## src/rtl/atm_keypad_entry.sv

```systemverilog
// Keypad front-end for the ATM controller: assembles a 1-digit account number and a
// 4-digit PIN from raw key codes and hands them to the core over a valid/ready pair.
module atm_keypad_entry #(
  parameter int TIMEOUT_CYCLES = 1000
) (
  input  logic        clk,
  input  logic        rst,
  input  logic        key_valid,
  input  logic [3:0]  key_code,
  input  logic        out_ready,
  output logic        out_valid,
  output logic [3:0]  acc_num,
  output logic [13:0] pin,
  output logic [2:0]  digit_count,
  output logic [1:0]  phase,
  output logic        key_error,
  output logic        timeout
);

  localparam int IDLE_W = $clog2(TIMEOUT_CYCLES + 1);
  localparam logic [IDLE_W-1:0] IDLE_LAST = IDLE_W'(TIMEOUT_CYCLES - 1);
  localparam logic [3:0] K_BS     = 4'd10;
  localparam logic [3:0] K_ENTER  = 4'd11;
  localparam logic [3:0] K_CANCEL = 4'd12;

  typedef enum logic [1:0] {
    ST_ACC = 2'd0,
    ST_PIN = 2'd1,
    ST_OUT = 2'd2
  } state_t;

  state_t            state, state_nx;
  logic [3:0]        acc_r, acc_nx;
  logic [3:0]        d3, d2, d1, d0;
  logic [3:0]        d3_nx, d2_nx, d1_nx, d0_nx;
  logic [2:0]        cnt, cnt_nx;
  logic [IDLE_W-1:0] idle_r, idle_nx;
  logic [3:0]        acc_num_nx;
  logic [13:0]       pin_nx;
  logic              out_valid_nx, key_error_nx, timeout_nx;
  logic              accept, is_digit, counting;

  function automatic logic [13:0] bcd_to_bin(input logic [3:0] a, input logic [3:0] b,
                                             input logic [3:0] c, input logic [3:0] d);
    logic [13:0] r;
    r = {10'd0, a} * 14'd1000 + {10'd0, b} * 14'd100 + {10'd0, c} * 14'd10 + {10'd0, d};
    return r;
  endfunction

  assign phase       = state;
  assign digit_count = cnt;

  always_ff @(posedge clk) begin
    if (rst) begin
      state     <= ST_ACC;
      acc_r     <= '0;
      d3        <= '0;
      d2        <= '0;
      d1        <= '0;
      d0        <= '0;
      cnt       <= '0;
      idle_r    <= '0;
      acc_num   <= '0;
      pin       <= '0;
      out_valid <= 1'b0;
      key_error <= 1'b0;
      timeout   <= 1'b0;
    end else begin
      state     <= state_nx;
      acc_r     <= acc_nx;
      d3        <= d3_nx;
      d2        <= d2_nx;
      d1        <= d1_nx;
      d0        <= d0_nx;
      cnt       <= cnt_nx;
      idle_r    <= idle_nx;
      acc_num   <= acc_num_nx;
      pin       <= pin_nx;
      out_valid <= out_valid_nx;
      key_error <= key_error_nx;
      timeout   <= timeout_nx;
    end
  end

  always_comb begin
    state_nx     = state;
    acc_nx       = acc_r;
    d3_nx        = d3;
    d2_nx        = d2;
    d1_nx        = d1;
    d0_nx        = d0;
    cnt_nx       = cnt;
    idle_nx      = idle_r;
    acc_num_nx   = acc_num;
    pin_nx       = pin;
    out_valid_nx = out_valid;
    key_error_nx = 1'b0;
    timeout_nx   = 1'b0;
    accept       = 1'b0;
    is_digit     = (key_code <= 4'd9);
    counting     = (state == ST_PIN) || ((state == ST_ACC) && (cnt == 3'd1));

    case (state)
      ST_ACC: begin
        if (key_valid) begin
          if (is_digit && cnt == 3'd0) begin
            acc_nx = key_code;
            cnt_nx = 3'd1;
            accept = 1'b1;
          end else if (key_code == K_BS && cnt == 3'd1) begin
            cnt_nx = 3'd0;
            accept = 1'b1;
          end else if (key_code == K_ENTER && cnt == 3'd1) begin
            state_nx = ST_PIN;
            cnt_nx   = 3'd0;
            d3_nx    = '0;
            d2_nx    = '0;
            d1_nx    = '0;
            d0_nx    = '0;
            accept   = 1'b1;
          end else if (key_code == K_CANCEL) begin
            cnt_nx = 3'd0;
            accept = 1'b1;
          end
        end
      end
      ST_PIN: begin
        if (key_valid) begin
          if (is_digit && cnt < 3'd4) begin
            d3_nx  = d2;
            d2_nx  = d1;
            d1_nx  = d0;
            d0_nx  = key_code;
            cnt_nx = cnt + 3'd1;
            accept = 1'b1;
          end else if (key_code == K_BS) begin
            accept = 1'b1;
            if (cnt == 3'd0) begin
              // Backing out of an empty PIN reopens the account digit for editing.
              state_nx = ST_ACC;
              cnt_nx   = 3'd1;
            end else begin
              d0_nx  = d1;
              d1_nx  = d2;
              d2_nx  = d3;
              d3_nx  = '0;
              cnt_nx = cnt - 3'd1;
            end
          end else if (key_code == K_ENTER && cnt == 3'd4) begin
            pin_nx       = bcd_to_bin(d3, d2, d1, d0);
            acc_num_nx   = acc_r;
            out_valid_nx = 1'b1;
            state_nx     = ST_OUT;
            accept       = 1'b1;
          end else if (key_code == K_CANCEL) begin
            state_nx = ST_ACC;
            cnt_nx   = 3'd0;
            acc_nx   = '0;
            d3_nx    = '0;
            d2_nx    = '0;
            d1_nx    = '0;
            d0_nx    = '0;
            accept   = 1'b1;
          end
        end
      end
      ST_OUT: begin
        if (out_ready) begin
          state_nx     = ST_ACC;
          out_valid_nx = 1'b0;
          cnt_nx       = 3'd0;
          acc_nx       = '0;
          d3_nx        = '0;
          d2_nx        = '0;
          d1_nx        = '0;
          d0_nx        = '0;
        end
      end
      default: state_nx = ST_ACC;
    endcase

    // A key on the would-be timeout cycle wins; the idle counter only runs mid-entry.
    if (key_valid) begin
      idle_nx      = '0;
      key_error_nx = !accept;
    end else if (counting) begin
      if (idle_r == IDLE_LAST) begin
        timeout_nx = 1'b1;
        idle_nx    = '0;
        state_nx   = ST_ACC;
        cnt_nx     = 3'd0;
        acc_nx     = '0;
        d3_nx      = '0;
        d2_nx      = '0;
        d1_nx      = '0;
        d0_nx      = '0;
      end else begin
        idle_nx = idle_r + 1'b1;
      end
    end else begin
      idle_nx = '0;
    end
  end

endmodule

```

## config.mk

```make
export PLATFORM = sky130hd
export DESIGN_NAME = atm_keypad_entry
export DESIGN_NICKNAME = d
export VERILOG_FILES = /design/src/rtl/atm_keypad_entry.sv
export SDC_FILE = /design/constraint.sdc
export NUM_CORES = 1
export LEC_CHECK = 0
export CAP_MARGIN = 20
export CORE_MARGIN = 3
export CORE_UTILIZATION = 43
export CTS_BUF_LIST = sky130_fd_sc_hd__clkbuf_4
export DETAILED_ROUTE_END_ITERATION = 8
export SETUP_SLACK_MARGIN = 0.2
export SLEW_MARGIN = 20
export SYNTH_ARGS = -nofsm -noshare
export SYNTH_HDL_FRONTEND = slang
export SYNTH_SLANG_ARGS = --single-unit
```

## constraint.sdc

```tcl
create_clock -name clk -period 12 [get_ports clk]
set_input_delay 2.4 -clock clk [delete_from_list [all_inputs] [get_ports clk]]
set_output_delay 2.4 -clock clk [all_outputs]
set_load 0.01 [all_outputs]
```

==> impl_metrics.csv, run 1 <==
group,metric,value,unit
timing,report.final.setup_viol,0,
critical_path,critPathMaxStageDelay,620,ps
route,drt-total-wl,9590,um
route,wire_per_inst,15.4,um
synthesis,synth-edff-count,0,
power_and_ir_drop,ir_drop,58.6,uV
final_layout,nNetsFinal,575,
clock_tree,htreeDepth,2,
synthesis,netlist_area,4180,um2
synthesis,yosysMostFrequentCell,"ha_1",
synthesis,synth_ff_type,"dfxtp_1",
timing,fin_skew,19.7,ps
power_and_ir_drop,total_power,0.327,mW
timing,maxSlewViolCount,0,
critical_path,crit_type,"reg2reg",
final_layout,syn2layout_area_growth,11.7,%
clock_tree,clk_path_buf_depth,2,
hold_path,hold_path.class,"reg2reg",
synthesis,synth_area_leader_cell,"dfxtp_1",
placement,io_buffers,33,
synthesis,syn_avg_cell_area,8.90,um2
run_status,run_status,"complete, no violations",
timing,worst_pin_slew,778,ps
placement,finalWeightedCongestion,0.950,
clock_tree,cts_hold_buf,0,
synthesis,synth_top_area_frac,0.268,
grt,overflow,0,
grt,antenna_found_initial,0,
critical_path,path_buf_inv,2,
timing,rsz0062_at_grt,"false",
floorplanning,start_util,0.449,
synthesis,syn-num-nets,552,
clock_tree,cts_inserted_buffers,5,
critical_path,worstPathRequired,12300,ps
timing,setup_tns,0,ps
placement,preCtsSetupSlack,7000,ps
clock_tree,cts_setup_buffers,0,
critical_path,cpMaxStageDelayCell,"fa_1",
synthesis,synthesis.instances,470,
critical_path,crit_chain,"fa_1, inv_1, fa_1, inv_1, ha_1, a21o_1, a21oi_1, xor2_1, ha_1, ha_1, ha_1, and3_1, a221o_1, a31oi_1, a211oi_1, a311o_1",
timing,fin_hold_ws,463,ps
timing,max_freq,212,MHz
final_layout,fin_util,0.501,
clock_tree,cts.clk_slew.worst_paths,180,ps
critical_path,cp_top_family,"adder cells",
clock_tree,cts_resized,0,
route,vias,3445,
route,vias_per_cell,5.53,
critical_path,endpoint_kind,"flop",
final_layout,stdcell_area,4670,um2
power_and_ir_drop,p_leak,2.05,nW
synthesis,synthTopCellsByArea,"dfxtp_1 27%, ha_1 17%, fa_1 8.1%",
route,drc_errors,0,
final_layout,drive_above_1_share,0.0506,
clock_tree,cts_num_sinks,56,
placement,placed_area,4590,um2
timing,fin_crit,4720,ps
critical_path,critPathArrivalTime,5020,ps
final_layout,n_antenna_cell,0,
clock_tree,clock_latency,390,ps
timing,max-slew-margin-rel,0.481,
power_and_ir_drop,power.density,69.9,nW/um2
placement,dp_hpwl,7430,um
clock_tree,tritoncts,"built",
grt,track_usage,0.179,
synthesis,synth_warnings,0,
grt,grt_pass1_vias,3363,
placement,dp.cells,615,
run,maxCapViolCount,0,
floorplanning,top_level_ports,34,
final_layout,fin_cells,623,
synthesis,ys_seq_area_frac,0.268,
clock_tree,clock-root-buffer,"clkbuf_4",
timing,fin_ws,7280,ps
floorplanning,fp.dieW,105,um
synthesis,async_flop_share,0,
synthesis,synthTopCellsByCount,"57 x ha_1, 56 x dfxtp_1, 43 x nand2_1",
timing,hold_viol_final,0,
critical_path,startpoint_type,"flop",
critical_path,critPathMaxFanout,8,
critical_path,r2r_slack,7280,ps
floorplanning,fp.dieH,105,um
route,firstDrtPassIters,4,
synthesis,ys_ff_latch,56,
timing,min_period_over_period,0.393,
route,drtIter0Drc,113,
grt,grt_max_degree,24,
route,detail-route-antenna-nets,0,
synthesis,synth.distinct_cells,58,
critical_path,critPathMostFrequentCell,"ha_1",
floorplanning,core,9330,um2
grt,grt_pass1_wl,16300,um
floorplanning,rows,35,
floorplanning,die_area,10900,um2
[worst paths after layout]
kind,start,endpoint,depth (start not counted)
worst max register to register,d3[2]$_SDFF_PP0_,pin[13]$_SDFFE_PP0P_,16
worst min-delay path,pin[6]$_SDFFE_PP0P_,pin[6]$_SDFFE_PP0P_,2
worst min register to register,pin[6]$_SDFFE_PP0P_,pin[6]$_SDFFE_PP0P_,2
worst max-delay path,d3[2]$_SDFF_PP0_,pin[13]$_SDFFE_PP0P_,16
[routing by layer]
metal	vias to the layer above	track usage	share of wire
li1	1720	-	-
met1	1642	0.228	0.46
met2	70	0.321	0.49
met3	13	0.0222	0.031
met4	0	0.0450	0.017
met5	-	0	0
[power breakdown]
| part | switching, mW | total (mW) | leakage, nW | internal (mW) |
|---|---|---|---|---|
| Sequential | 0.00168 | 0.189 | 0.452 | 0.188 |
| Clock | 0.0635 | 0.111 | 0.0463 | 0.0472 |
| Combinational | 0.0163 | 0.0265 | 1.56 | 0.0102 |
[cell families after synthesis]
group / after synthesis / synth area share
mux: 2 / 0.00478
compound gates: 127 / 0.213
buf+inv: 53 / 0.0535
simple gates: 137 / 0.165
fa+ha+maj: 74 / 0.252
flops: 56 / 0.268
xor+xnor: 21 / 0.0440
[cell type report]
type / instances / area, um2
clock buffers: 6 / 45.0
clock inverters: 2 / 38.8
fillers: 915 / 4650
inverters: 35 / 131
multi-input cells: 361 / 2840
flip-flops and latches: 56 / 1120
well taps: 129 / 161
repair buffers: 34 / 338
[placed cells by master, fill, tap and decap left out, types with 16 or more instances in the layout]
cell type | synthesis | final
fa_1 | 17 | 17
ha_1 | 57 | 57
a22oi_1 | 16 | 16
nand2_1 | 43 | 43
clkdlybuf4s50_1 | 0 | 33
o21ai_0 | 17 | 17
nor2_1 | 31 | 31
a21oi_1 | 37 | 37
inv_1 | 35 | 35
dfxtp_1 | 56 | 56
[flip-flops by register name, indices dropped and copies added (netlist names)]
| name | cells |
|---|---|
| d0 | 4 |
| d2 | 4 |
| pin | 14 |
| idle_r | 10 |
| key_error | 1 |
| d3 | 4 |
| timeout | 1 |
| phase | 2 |
| acc_num | 4 |
| d1 | 4 |
| acc_r | 4 |
| out_valid | 1 |
| digit_count | 3 |
[worst register-to-register path, cell delays in order (launching register included)]
cell	delay, ps
dfxtp_1	440
fa_1	620
inv_1	110
fa_1	500
inv_1	40
ha_1	330
a21o_1	190
a21oi_1	210
xor2_1	180
ha_1	250
ha_1	300
ha_1	350
and3_1	220
a221o_1	350
a31oi_1	210
a211oi_1	70
a311o_1	270
Note: power is estimated with default switching activity, not from simulation.
==> run 2: changes to the inputs <==
==> constraint.sdc (replaced) <==
create_clock -name clk -period 4.4 [get_ports clk]
set_input_delay 0.88 -clock clk [delete_from_list [all_inputs] [get_ports clk]]
set_output_delay 0.88 -clock clk [all_outputs]
set_load 0.01 [all_outputs]
==> run 2 against run 1 <==
Compared with the run above:
- core utilization up 2.8 points
- sequential cell count unchanged
- worst hold slack got worse by 5.9 ps
- worst setup slack lost 7000 ps
- critical path type unchanged
- largest cell class unchanged
- highest routed layer unchanged
==> impl_metrics.csv, run 2 (same netlist as run 1, synthesis figures left out) <==
group,metric,value,unit
critical_path,critPathMostFrequentCell,"ha_4",
route,drtIter0Drc,140,
timing,fin_skew,17.8,ps
final_layout,fin_util,0.529,
grt,grt_pass1_wl,17000,um
floorplanning,fp.dieH,105,um
clock_tree,tritoncts,"built",
critical_path,crit_type,"reg2reg",
placement,finalWeightedCongestion,0.822,
floorplanning,start_util,0.449,
critical_path,endpoint_kind,"flop",
grt,overflow,0,
placement,dp.cells,622,
clock_tree,clk_path_buf_depth,2,
clock_tree,htreeDepth,2,
final_layout,nNetsFinal,589,
timing,fin_crit,4090,ps
grt,track_usage,0.185,
timing,maxSlewViolCount,0,
critical_path,worstPathRequired,4700,ps
floorplanning,fp.dieW,105,um
grt,grt_max_degree,24,
final_layout,drive_above_1_share,0.130,
route,firstDrtPassIters,4,
route,wire_per_inst,15.7,um
floorplanning,top_level_ports,34,
clock_tree,cts.clk_slew.worst_paths,170,ps
critical_path,crit_chain,"fa_2, inv_2, fa_1, inv_2, ha_4, a21o_1, a21oi_2, xor2_1, ha_1, ha_4, ha_4, and3_4, a221o_1, a31oi_2, a211oi_2, a311o_1",
final_layout,n_antenna_cell,0,
critical_path,critPathMaxFanout,4,
timing,report.final.setup_viol,0,
timing,min_period_over_period,0.929,
floorplanning,die_area,10900,um2
final_layout,top_regs,"pin x14, idle_r x10",
placement,dp_hpwl,7370,um
route,detail-route-antenna-nets,0,
final_layout,final_cell_mix,"52 x dfxtp_1, 47 x ha_1, 43 x nand2_1",
timing,max_freq,245,MHz
clock_tree,cts_hold_buf,0,
final_layout,fin_cells,637,
final_layout,syn2layout_area_growth,18.0,%
grt,grt_pass1_vias,3538,
floorplanning,core,9330,um2
timing,fin_hold_ws,457,ps
placement,preCtsSetupSlack,-18.8,ps
run_status,run_status,"complete, no violations",
final_layout,stdcell_area,4940,um2
floorplanning,rows,35,
run,maxCapViolCount,0,
power_and_ir_drop,p_leak,2.08,nW
grt,antenna_found_initial,0,
final_layout,layout_commonest_cell,"dfxtp_1",
route,drt-total-wl,10000,um
final_layout,largest-register,"pin",
timing,hold_viol_final,0,
route,drc_errors,0,
power_and_ir_drop,power.density,169,nW/um2
critical_path,startpoint_type,"flop",
clock_tree,clock-root-buffer,"clkbuf_4",
timing,setup_tns,0,ps
power_and_ir_drop,ir_drop,156,uV
critical_path,cp_top_family,"adder cells",
timing,rsz0062_at_grt,"true",
critical_path,critPathArrivalTime,4390,ps
critical_path,cpMaxStageDelayCell,"fa_2",
critical_path,path_buf_inv,2,
hold_path,hold_path.class,"reg2reg",
clock_tree,clock_latency,380,ps
power_and_ir_drop,total_power,0.834,mW
timing,worst_pin_slew,826,ps
clock_tree,cts_inserted_buffers,5,
clock_tree,cts_num_sinks,56,
placement,io_buffers,33,
critical_path,critPathMaxStageDelay,580,ps
route,vias,3498,
final_layout,largest_register_ffs,14,
timing,max-slew-margin-rel,0.450,
route,vias_per_cell,5.49,
placement,placed_area,4690,um2
timing,fin_ws,311,ps
run 2: cell count changes in the layout (fill, tap and decap cells not counted), sizes merged:
cell / previous run / this run
buf: 1 / 15
bufinv: 1 / 0
clkinvlp: 0 / 1
inv: 36 / 35
clkinv: 0 / 1
run 2: area by class of cell:
cell class / instances / area, um2
sequential: 56 / 1130
timing repair buffer: 48 / 447
tap: 129 / 161
fill: 914 / 4390
clock inverter: 2 / 16.3
inverter: 35 / 131
multi-input combinational: 361 / 3010
clock buffer: 6 / 45.0
run 2: worst paths after layout:
| kind | from | endpoint | slack, ps | depth (start not counted) |
|---|---|---|---|---|
| max reg2reg | d3[3]$_SDFF_PP0_ | pin[13]$_SDFFE_PP0P_ | 310 | 16 |
| max | d3[3]$_SDFF_PP0_ | pin[13]$_SDFFE_PP0P_ | 310 | 16 |
| min reg2reg | acc_r[1]$_SDFF_PP0_ | acc_num[1]$_SDFFE_PP0P_ | 460 | 2 |
| min | acc_r[1]$_SDFF_PP0_ | acc_num[1]$_SDFFE_PP0P_ | 460 | 2 |
run 2: worst reg2reg max path, stage by stage (launching register included):
cell and delay (ps):
dfxtp_2 370, fa_2 580, inv_2 50, fa_1 490, inv_2 50, ha_4 250, a21o_1 170, a21oi_2 160
xor2_1 160, ha_1 270, ha_4 250, ha_4 230, and3_4 150, a221o_1 340, a31oi_2 170, a211oi_2 50
a311o_1 270
run 2: power breakdown:
group | total [mW] | switching (mW) | internal, mW
combinational | 0.0748 | 0.0466 | 0.0282
clock | 0.244 | 0.174 | 0.0702
sequential | 0.515 | 0.00411 | 0.511
total | 0.834 | 0.225 | 0.609
run 2: layer usage:
metal | part of all wire | track usage | vias up
li1 | - | - | 1739
met1 | 0.45 | 0.237 | 1682
met2 | 0.50 | 0.332 | 69
met3 | 0.033 | 0.0241 | 8
met4 | 0.010 | 0.0403 | 0
met5 | 0 | 0 | -
run 2: timing repair:
action | 4_1_cts | 5_1_grt
endpoints found under the setup margin | 3 | 3
pin swaps | 8 | 24
resized for setup | 8 | 15
setup buffers | 4 | 3
